==> config.mk <==
export PLATFORM = sky130hd
export DESIGN_NAME = seg7_scan_driver
export DESIGN_NICKNAME = d
export VERILOG_FILES = /design/src/rtl/seg7_scan_driver.sv
export SDC_FILE = /design/constraint.sdc
export NUM_CORES = 1
export LEC_CHECK = 0
export CORE_ASPECT_RATIO = 1.75
export CORE_MARGIN = 8
export CORE_UTILIZATION = 62
export DETAILED_ROUTE_END_ITERATION = 7
export DONT_BUFFER_PORTS = 1
export PLACE_DENSITY = 0.8
export SLEW_MARGIN = 25
export SYNTH_ARGS = -nofsm -noshare
export SYNTH_HDL_FRONTEND = slang
export SYNTH_SLANG_ARGS = --single-unit
==> constraint.sdc <==
create_clock -name clk -period 8.75 [get_ports clk]
set_input_delay 2.1875 -clock clk [delete_from_list [all_inputs] [get_ports clk]]
set_output_delay 2.1875 -clock clk [all_outputs]
set_load 0.05 [all_outputs]
==> src/rtl/seg7_scan_driver.sv <==
// seg7_scan_driver: time-multiplexed hex driver for NUM_DIGITS common-anode
// 7-segment digits sharing one active-low segment bus.
//
// Ports:
//   clk, rst_n   clock; async active-low reset (release must be clk-synchronous)
//   value        hex nibbles, nibble i -> digit i (digit 0 = rightmost)
//   dp           decimal point request per digit, 1 = lit
//   digit_en     per-digit enable, 0 = digit kept dark
//   load         one-cycle strobe capturing value/dp/digit_en into pending
//   seg          active-low segments, seg[7:1] = a..g, seg[0] = dp
//   an           active-low anode select, at most one bit low
//   frame_start  one-cycle pulse as the digit 0 slot begins
//
// Build option: define SEG7_LZ_BLANK_EN for leading-zero suppression.
module seg7_scan_driver #(
   parameter int NUM_DIGITS   = 8,
   parameter int REFRESH_DIV  = 100000,
   parameter int BLANK_CYCLES = 16
) (
   input  logic                    clk,
   input  logic                    rst_n,
   input  logic [4*NUM_DIGITS-1:0] value,
   input  logic [NUM_DIGITS-1:0]   dp,
   input  logic [NUM_DIGITS-1:0]   digit_en,
   input  logic                    load,
   output logic [7:0]              seg,
   output logic [NUM_DIGITS-1:0]   an,
   output logic                    frame_start
);

   localparam int PW = (REFRESH_DIV > 1) ? $clog2(REFRESH_DIV) : 1;
   localparam int IW = (NUM_DIGITS > 1) ? $clog2(NUM_DIGITS) : 1;
   localparam logic [PW-1:0] P_LAST  = PW'(REFRESH_DIV - 1);
   localparam logic [PW-1:0] P_BLANK = PW'(BLANK_CYCLES);
   localparam logic [IW-1:0] I_LAST  = IW'(NUM_DIGITS - 1);

   logic [PW-1:0]           presc;
   logic [IW-1:0]           idx;
   logic                    p_wrap;
   logic                    f_wrap;

   logic [4*NUM_DIGITS-1:0] pend_val;
   logic [NUM_DIGITS-1:0]   pend_dp;
   logic [NUM_DIGITS-1:0]   pend_en;
   logic                    pend_flag;

   logic [4*NUM_DIGITS-1:0] disp_val;
   logic [NUM_DIGITS-1:0]   disp_dp;
   logic [NUM_DIGITS-1:0]   disp_en;

   logic [NUM_DIGITS-1:0]   lz_mask;
   logic [3:0]              cur_nib;
   logic                    cur_dp;
   logic                    cur_en;
   logic [7:0]              seg_d;
   logic [NUM_DIGITS-1:0]   an_d;

   function automatic logic [6:0] hex7(input logic [3:0] n);
      unique case (n)
         4'h0: hex7 = 7'b0000001;
         4'h1: hex7 = 7'b1001111;
         4'h2: hex7 = 7'b0010010;
         4'h3: hex7 = 7'b0000110;
         4'h4: hex7 = 7'b1001100;
         4'h5: hex7 = 7'b0100100;
         4'h6: hex7 = 7'b0100000;
         4'h7: hex7 = 7'b0001111;
         4'h8: hex7 = 7'b0000000;
         4'h9: hex7 = 7'b0000100;
         4'hA: hex7 = 7'b0001000;
         4'hB: hex7 = 7'b1100000;
         4'hC: hex7 = 7'b0110001;
         4'hD: hex7 = 7'b1000010;
         4'hE: hex7 = 7'b0110000;
         4'hF: hex7 = 7'b0111000;
      endcase
   endfunction

   assign p_wrap = (presc == P_LAST);
   // last slot of the frame ends: index returns to digit 0 next cycle
   assign f_wrap = p_wrap && (idx == I_LAST);

   always_ff @(posedge clk or negedge rst_n) begin
      if (!rst_n) begin
         presc       <= '0;
         idx         <= '0;
         frame_start <= 1'b0;
      end else begin
         presc       <= p_wrap ? '0 : presc + 1'b1;
         if (p_wrap)
            idx <= (idx == I_LAST) ? '0 : idx + 1'b1;
         frame_start <= f_wrap;
      end
   end

   // Double buffer: pending is promoted only at the frame boundary, so
   // the shown data never changes mid-frame. A load in the promotion
   // cycle becomes the next pending set and keeps the flag up.
   always_ff @(posedge clk or negedge rst_n) begin
      if (!rst_n) begin
         pend_val  <= '0;
         pend_dp   <= '0;
         pend_en   <= '0;
         pend_flag <= 1'b0;
         disp_val  <= '0;
         disp_dp   <= '0;
         disp_en   <= '0;
      end else begin
         if (f_wrap && pend_flag) begin
            disp_val <= pend_val;
            disp_dp  <= pend_dp;
            disp_en  <= pend_en;
         end
         if (load) begin
            pend_val  <= value;
            pend_dp   <= dp;
            pend_en   <= digit_en;
            pend_flag <= 1'b1;
         end else if (f_wrap) begin
            pend_flag <= 1'b0;
         end
      end
   end

`ifdef SEG7_LZ_BLANK_EN
   // Dark the unbroken run of zero nibbles from the top digit down;
   // digit 0 is never part of the run.
   always_comb begin : lz_scan
      logic run;
      run     = 1'b1;
      lz_mask = '0;
      for (int i = NUM_DIGITS - 1; i > 0; i--) begin
         run        = run & (disp_val[4*i +: 4] == 4'h0);
         lz_mask[i] = run;
      end
   end
`else
   assign lz_mask = '0;
`endif

   always_comb begin
      cur_nib = '0;
      cur_dp  = 1'b0;
      cur_en  = 1'b0;
      for (int i = 0; i < NUM_DIGITS; i++) begin
         if (idx == IW'(i)) begin
            cur_nib = disp_val[4*i +: 4];
            cur_dp  = disp_dp[i];
            cur_en  = disp_en[i] & ~lz_mask[i];
         end
      end
   end

   always_comb begin
      seg_d = 8'hFF;
      an_d  = '1;
      if (presc >= P_BLANK && cur_en) begin
         seg_d = {hex7(cur_nib), ~cur_dp};
         for (int i = 0; i < NUM_DIGITS; i++)
            an_d[i] = (idx != IW'(i));
      end
   end

   always_ff @(posedge clk or negedge rst_n) begin
      if (!rst_n) begin
         seg <= 8'hFF;
         an  <= '1;
      end else begin
         seg <= seg_d;
         an  <= an_d;
      end
   end

endmodule

After elaboration in Yosys (flattened, before gate mapping)

Memory sizes are Yosys's and may differ from the RTL's.
Cells that the tools add are included.

Word-level logic and storage cells: 68
Output and inout bits: 17
Memories kept: 1
Bits of input ports: 51
ROM bits: 112
Register bits: 134

Bitwise gates (word level): 1
$add $sub $neg: 2
Equality and inequality tests: 15
Multiplexer cells: 30
Order comparisons: 1
Reductions and logical operators: 6

Memories:

| memory           | words | width | rd ports | clocked after Yosys merged registers in | write ports | RTL line | RTL |
|---|---|---|---|---|---|---|---|
| (name not given) | 16    | 7     | 1        | 0                                       | 0           | 59       | `unique case (n)` |

Operator list:

| kind                  | number |
|---|---|
| $mux 4                | 8 |
| $mux 1                | 18 |
| $add 17x1->17 const B | 1 |
| $eq 17x17->1 const B  | 1 |
| $ge 17x5->1 const B   | 1 |
| $mux 17               | 1 |
| $mux 8                | 2 |
| $eq 3x3->1 const B    | 4 |
| $ne 3x3->1 const B    | 4 |
| $eq 3x2->1 const B    | 2 |
| $ne 3x2->1 const B    | 2 |
| $add 3x1->3 const B   | 1 |
| $eq 3x1->1 const B    | 1 |
| $logic_and 1x1->1     | 3 |
| $logic_not 3->1       | 1 |
| $mux 3                | 1 |
| $ne 3x1->1 const B    | 1 |
| $reduce_bool 3->1     | 1 |
| $reduce_bool 2->1     | 1 |
| $not 1->1             | 1 |

Longest topological paths before layout

Word-level depth: 11
Depth in mapped cells: 13
Mapped depth without buffers: 11

Worst setup path after synthesis

No wires, ideal clock.

Path kind: input to register
From: in load
To: reg pend_val[22]
Required time: 8.625 ns
Path slack: 5.403 ns
Stages: 3
Arrival: 3.222 ns
Library setup time: 0.125 ns
Buffers on the path: 2
Cell sequence: buf_1 > buf_1 > mux2_2

RTL lines:

| element              | RTL line | RTL |
|---|---|---|
| from (decl)          | 25       | `input logic load,` |
| to (signal assigned) | 115      | `pend_val <= value;` |
| to (decl)            | 42       | `logic [4*NUM_DIGITS-1:0] pend_val;` |

No word-level cell between the ends.

Final worst setup path

From: reg idx[2]
To: reg seg[4]

Word-level cells in the longest chain between the ends: 11
Elaborated cells on any way between the ends: 27
Those cells by class: 7 x eq/ne; 17 x mux; 2 x reduce/logical; 1 x memory

RTL lines:

| element                                                  | RTL line | RTL |
|---|---|---|
| from (decl)                                              | 38       | `logic [IW-1:0] idx;` |
| from (signal assigned)                                   | 91       | `idx <= (idx == I_LAST) ? '0 : idx + 1'b1;` |
| $logic_not 3->1                                          | 146      | `if (idx == IW'(i)) begin` |
| $mux 4 / $mux 1 (equally long branches) (8 in a row)     | 146      |  |
| $mem_v2 16x7 / $logic_and 1x1->1 (equally long branches) | n/a      |  |
| $mux 8 *                                                 | 157      | `if (presc >= P_BLANK && cur_en) begin` |
| named net seg_d[4]                                       | 55       | `logic [7:0] seg_d;` |
| to (signal assigned)                                     | 169      | `seg <= seg_d;` |
| to (decl)                                                | 26       | `output logic [7:0] seg,` |

Mark *: on every way through the listed nets, which the timed path passes. The rest lies on a longest branch.
A chain may end at the register's enable or synchronous reset.

==> metrics.txt <==
full die area 13200 µm²; Seq pwr share 0.456; setup total negative slack 0 ns; row count 47; fmax 292 MHz; Fillers 626; unrepaired setup endpoints after global routing no; Clk network pwr share 0.526; antenna violations before repair 0; final period demand of the worst path 3.43 ns; worst setup margin 5.32 ns; Core Footprint 9410 µm²; post-CTS setup buffers 0; cells after synthesis 451; Sw Pwr 0.286 mW; Worst-Margin Slew 0.747 ns; crit-path cells inv_1 > ha_1 > or2_1 > a21oi_1 > a221oi_1 > o31ai_1 > inv_1 > ha_1 > mux2i_1 > mux2_2 > nand2_1; CP endpoint kind flop; Finished Core Util 0.707; register area share after synthesis 0.563; Mapped Area 5990 µm²; crit-path leading delay family compound AO/OA/AOI/OAI gates; most used flip-flop cell after synthesis dfrtp_1; Crit path buffers/inverters 2; dpl ws 5.44 ns; syn nets 516; hold_ws 0.502 ns; maximum net fanout on the critical path 16; total CTS buffers 17; Leak 3.00 nW; layout cells sized above 1 0.329; Int Pwr 1.15 mW; synthesized flop and latch total 134; # port buffers 0; Post-DP HPWL 8220 µm; Layout area overhead 11.1%; Pre-antenna DRT Iters 4; post-layout instance area 6650 µm²; Worst path depth 11; status finished, final reports clean; WHS Path Cells 1; CTS sink count 134; CTS Hold Buffers Added 0; placed cell area 6010 µm²; Critical Path RT 9.10 ns; DR vias/cell 6.13; VDD IR max 0.000222 V; maxcap violations 0; flop2flop setup slack 5.32 ns; Worst slew margin 0.502; Setup crit start kind flop; H-tree depth 4; PD cells 216 nW/µm²; Post-Route WL 11900 µm; final slew viol count 0; EDFF count, synth 0; hold crit path type reg -> reg; kind of critical path reg -> reg; RePlAce Congestion 0.867; Total GRT Usage 0.190; Ys Warns 0; Clock Skew 0.00819 ns; share of total power in combinational logic 0.018; Initial Util 0.636; CTS tree yes; Distinct cells, synth 54; DIE WIDTH 90.3 µm; most common cell after layout, fill and taps aside dfrtp_1; R2R depth 11; Post-route DRC 0; Critical Path AT 3.78 ns; nets 514; CP max stage delay 0.62 ns; largest net degree at the start of global routing 135; Worst path slowest cell o31ai_1; most frequent cells in the layout dfrtp_1 (118), mux2_2 (78), nand2_1 (22); endpoints failing setup 0; clock root cell clkbuf_16; switch share 0.199; Inserted Diodes 0; GRT overflow 0; worst skew pair latency 0.41 ns; Worst-path clk slew 0.06 ns; post_cts resized 0; Synth async-reset ratio 1.00; DR WL/cell 20.4 µm; vias 3581; Max Buffers Root-to-Sink 2; Mapped Avg Cell Area 13.3 µm²; Post-DRT Antenna Nets 0; first-pass GRT wire length 19800 µm; Final period util 0.392; Hold Vio Cnt, Final 0; 1st-iter DRT viols 300; vias in the first global route 3734; Boundary Pins 68; Die H 146 µm
logic make-up after synthesis:
family,count (synthesis),share of synthesized area
flops,134,0.563
mux,103,0.205
simple gates,87,0.0752
compound gates,58,0.0715
buf+inv,40,0.0336
xor+xnor,15,0.0219
fa+ha+maj,14,0.0293
state kept, by name, indices dropped and copies added, names as in the netlist:
name	count
an	8
disp_dp	8
disp_en	8
disp_val	32
frame_start	1
idx	3
pend_dp	8
pend_en	8
pend_flag	1
pend_val	32
presc	17
seg	8
final timing paths:
check                                 start     endpoint
worst max-delay path                 idx[2]       seg[4]
worst min-delay path            pend_val[8]  disp_val[8]
worst max register to register       idx[2]       seg[4]
worst min register to register  pend_val[8]  disp_val[8]
max in group asynchronous             rst_n        an[2]
min in group asynchronous             rst_n     presc[6]
cell usage after synthesis, drive strengths merged (3+ instances only):
cell / n / area [µm²]
nand3: 15 / 80.1
and2: 3 / 20.0
nand2: 22 / 82.6
nor2: 16 / 60.1
xnor2: 10 / 87.6
nand3b: 4 / 30.0
dfrtp: 118 / 2950
nor3: 5 / 36.3
nor2b: 6 / 37.5
a21oi: 9 / 45.0
mux2i: 5 / 50.1
a221oi: 6 / 52.6
a221o: 3 / 30.0
clkbuf: 3 / 11.3
dfstp: 16 / 420
o221ai: 4 / 35.0
nand4: 3 / 18.8
and3: 3 / 18.8
o31ai: 7 / 52.6
ha: 14 / 175
mux2: 98 / 1180
buf: 19 / 123
nor4: 5 / 31.3
xor2: 5 / 43.8
o21ai: 9 / 45.0
inv: 17 / 63.8
power groups by stage:
stage	combinational, mW	sequential (mW)	clock (mW)
floorplan	0.0271	0.661	0
global placement	0.0244	0.666	0
detailed placement	0.0261	0.667	0
CTS	0.0261	0.656	0.764
global route	0.0275	0.658	0.791
finish	0.0257	0.656	0.755
final cells by class:
| class | instances | area, µm² | share of cell area |
|---|---|---|---|
| Inverter | 18 | 67.6 | 0.0102 |
| Clock buffer | 18 | 439 | 0.0660 |
| Clock inverter | 14 | 198 | 0.0297 |
| Tap cell | 122 | 153 | 0.0229 |
| Multi-Input combinational cell | 277 | 2410 | 0.363 |
| Sequential cell | 134 | 3370 | 0.507 |
| Timing Repair Buffer | 1 | 7.51 | 0.00113 |
through the flow:
step	instances	total power, mW
after floorplan	451	0.688
after global placement	552	0.690
after detailed placement	552	0.693
after CTS	584	1.45
after global routing	584	1.48
final	584	1.44
metal layers:
metal / routed length [µm] / track usage
met5: 0 / 0
met4: 306 / 0.0821
met3: 635 / 0.0565
met2: 6300 / 0.323
met1: 4700 / 0.216
No activity file was read; power rests on OpenSTA's default activity.
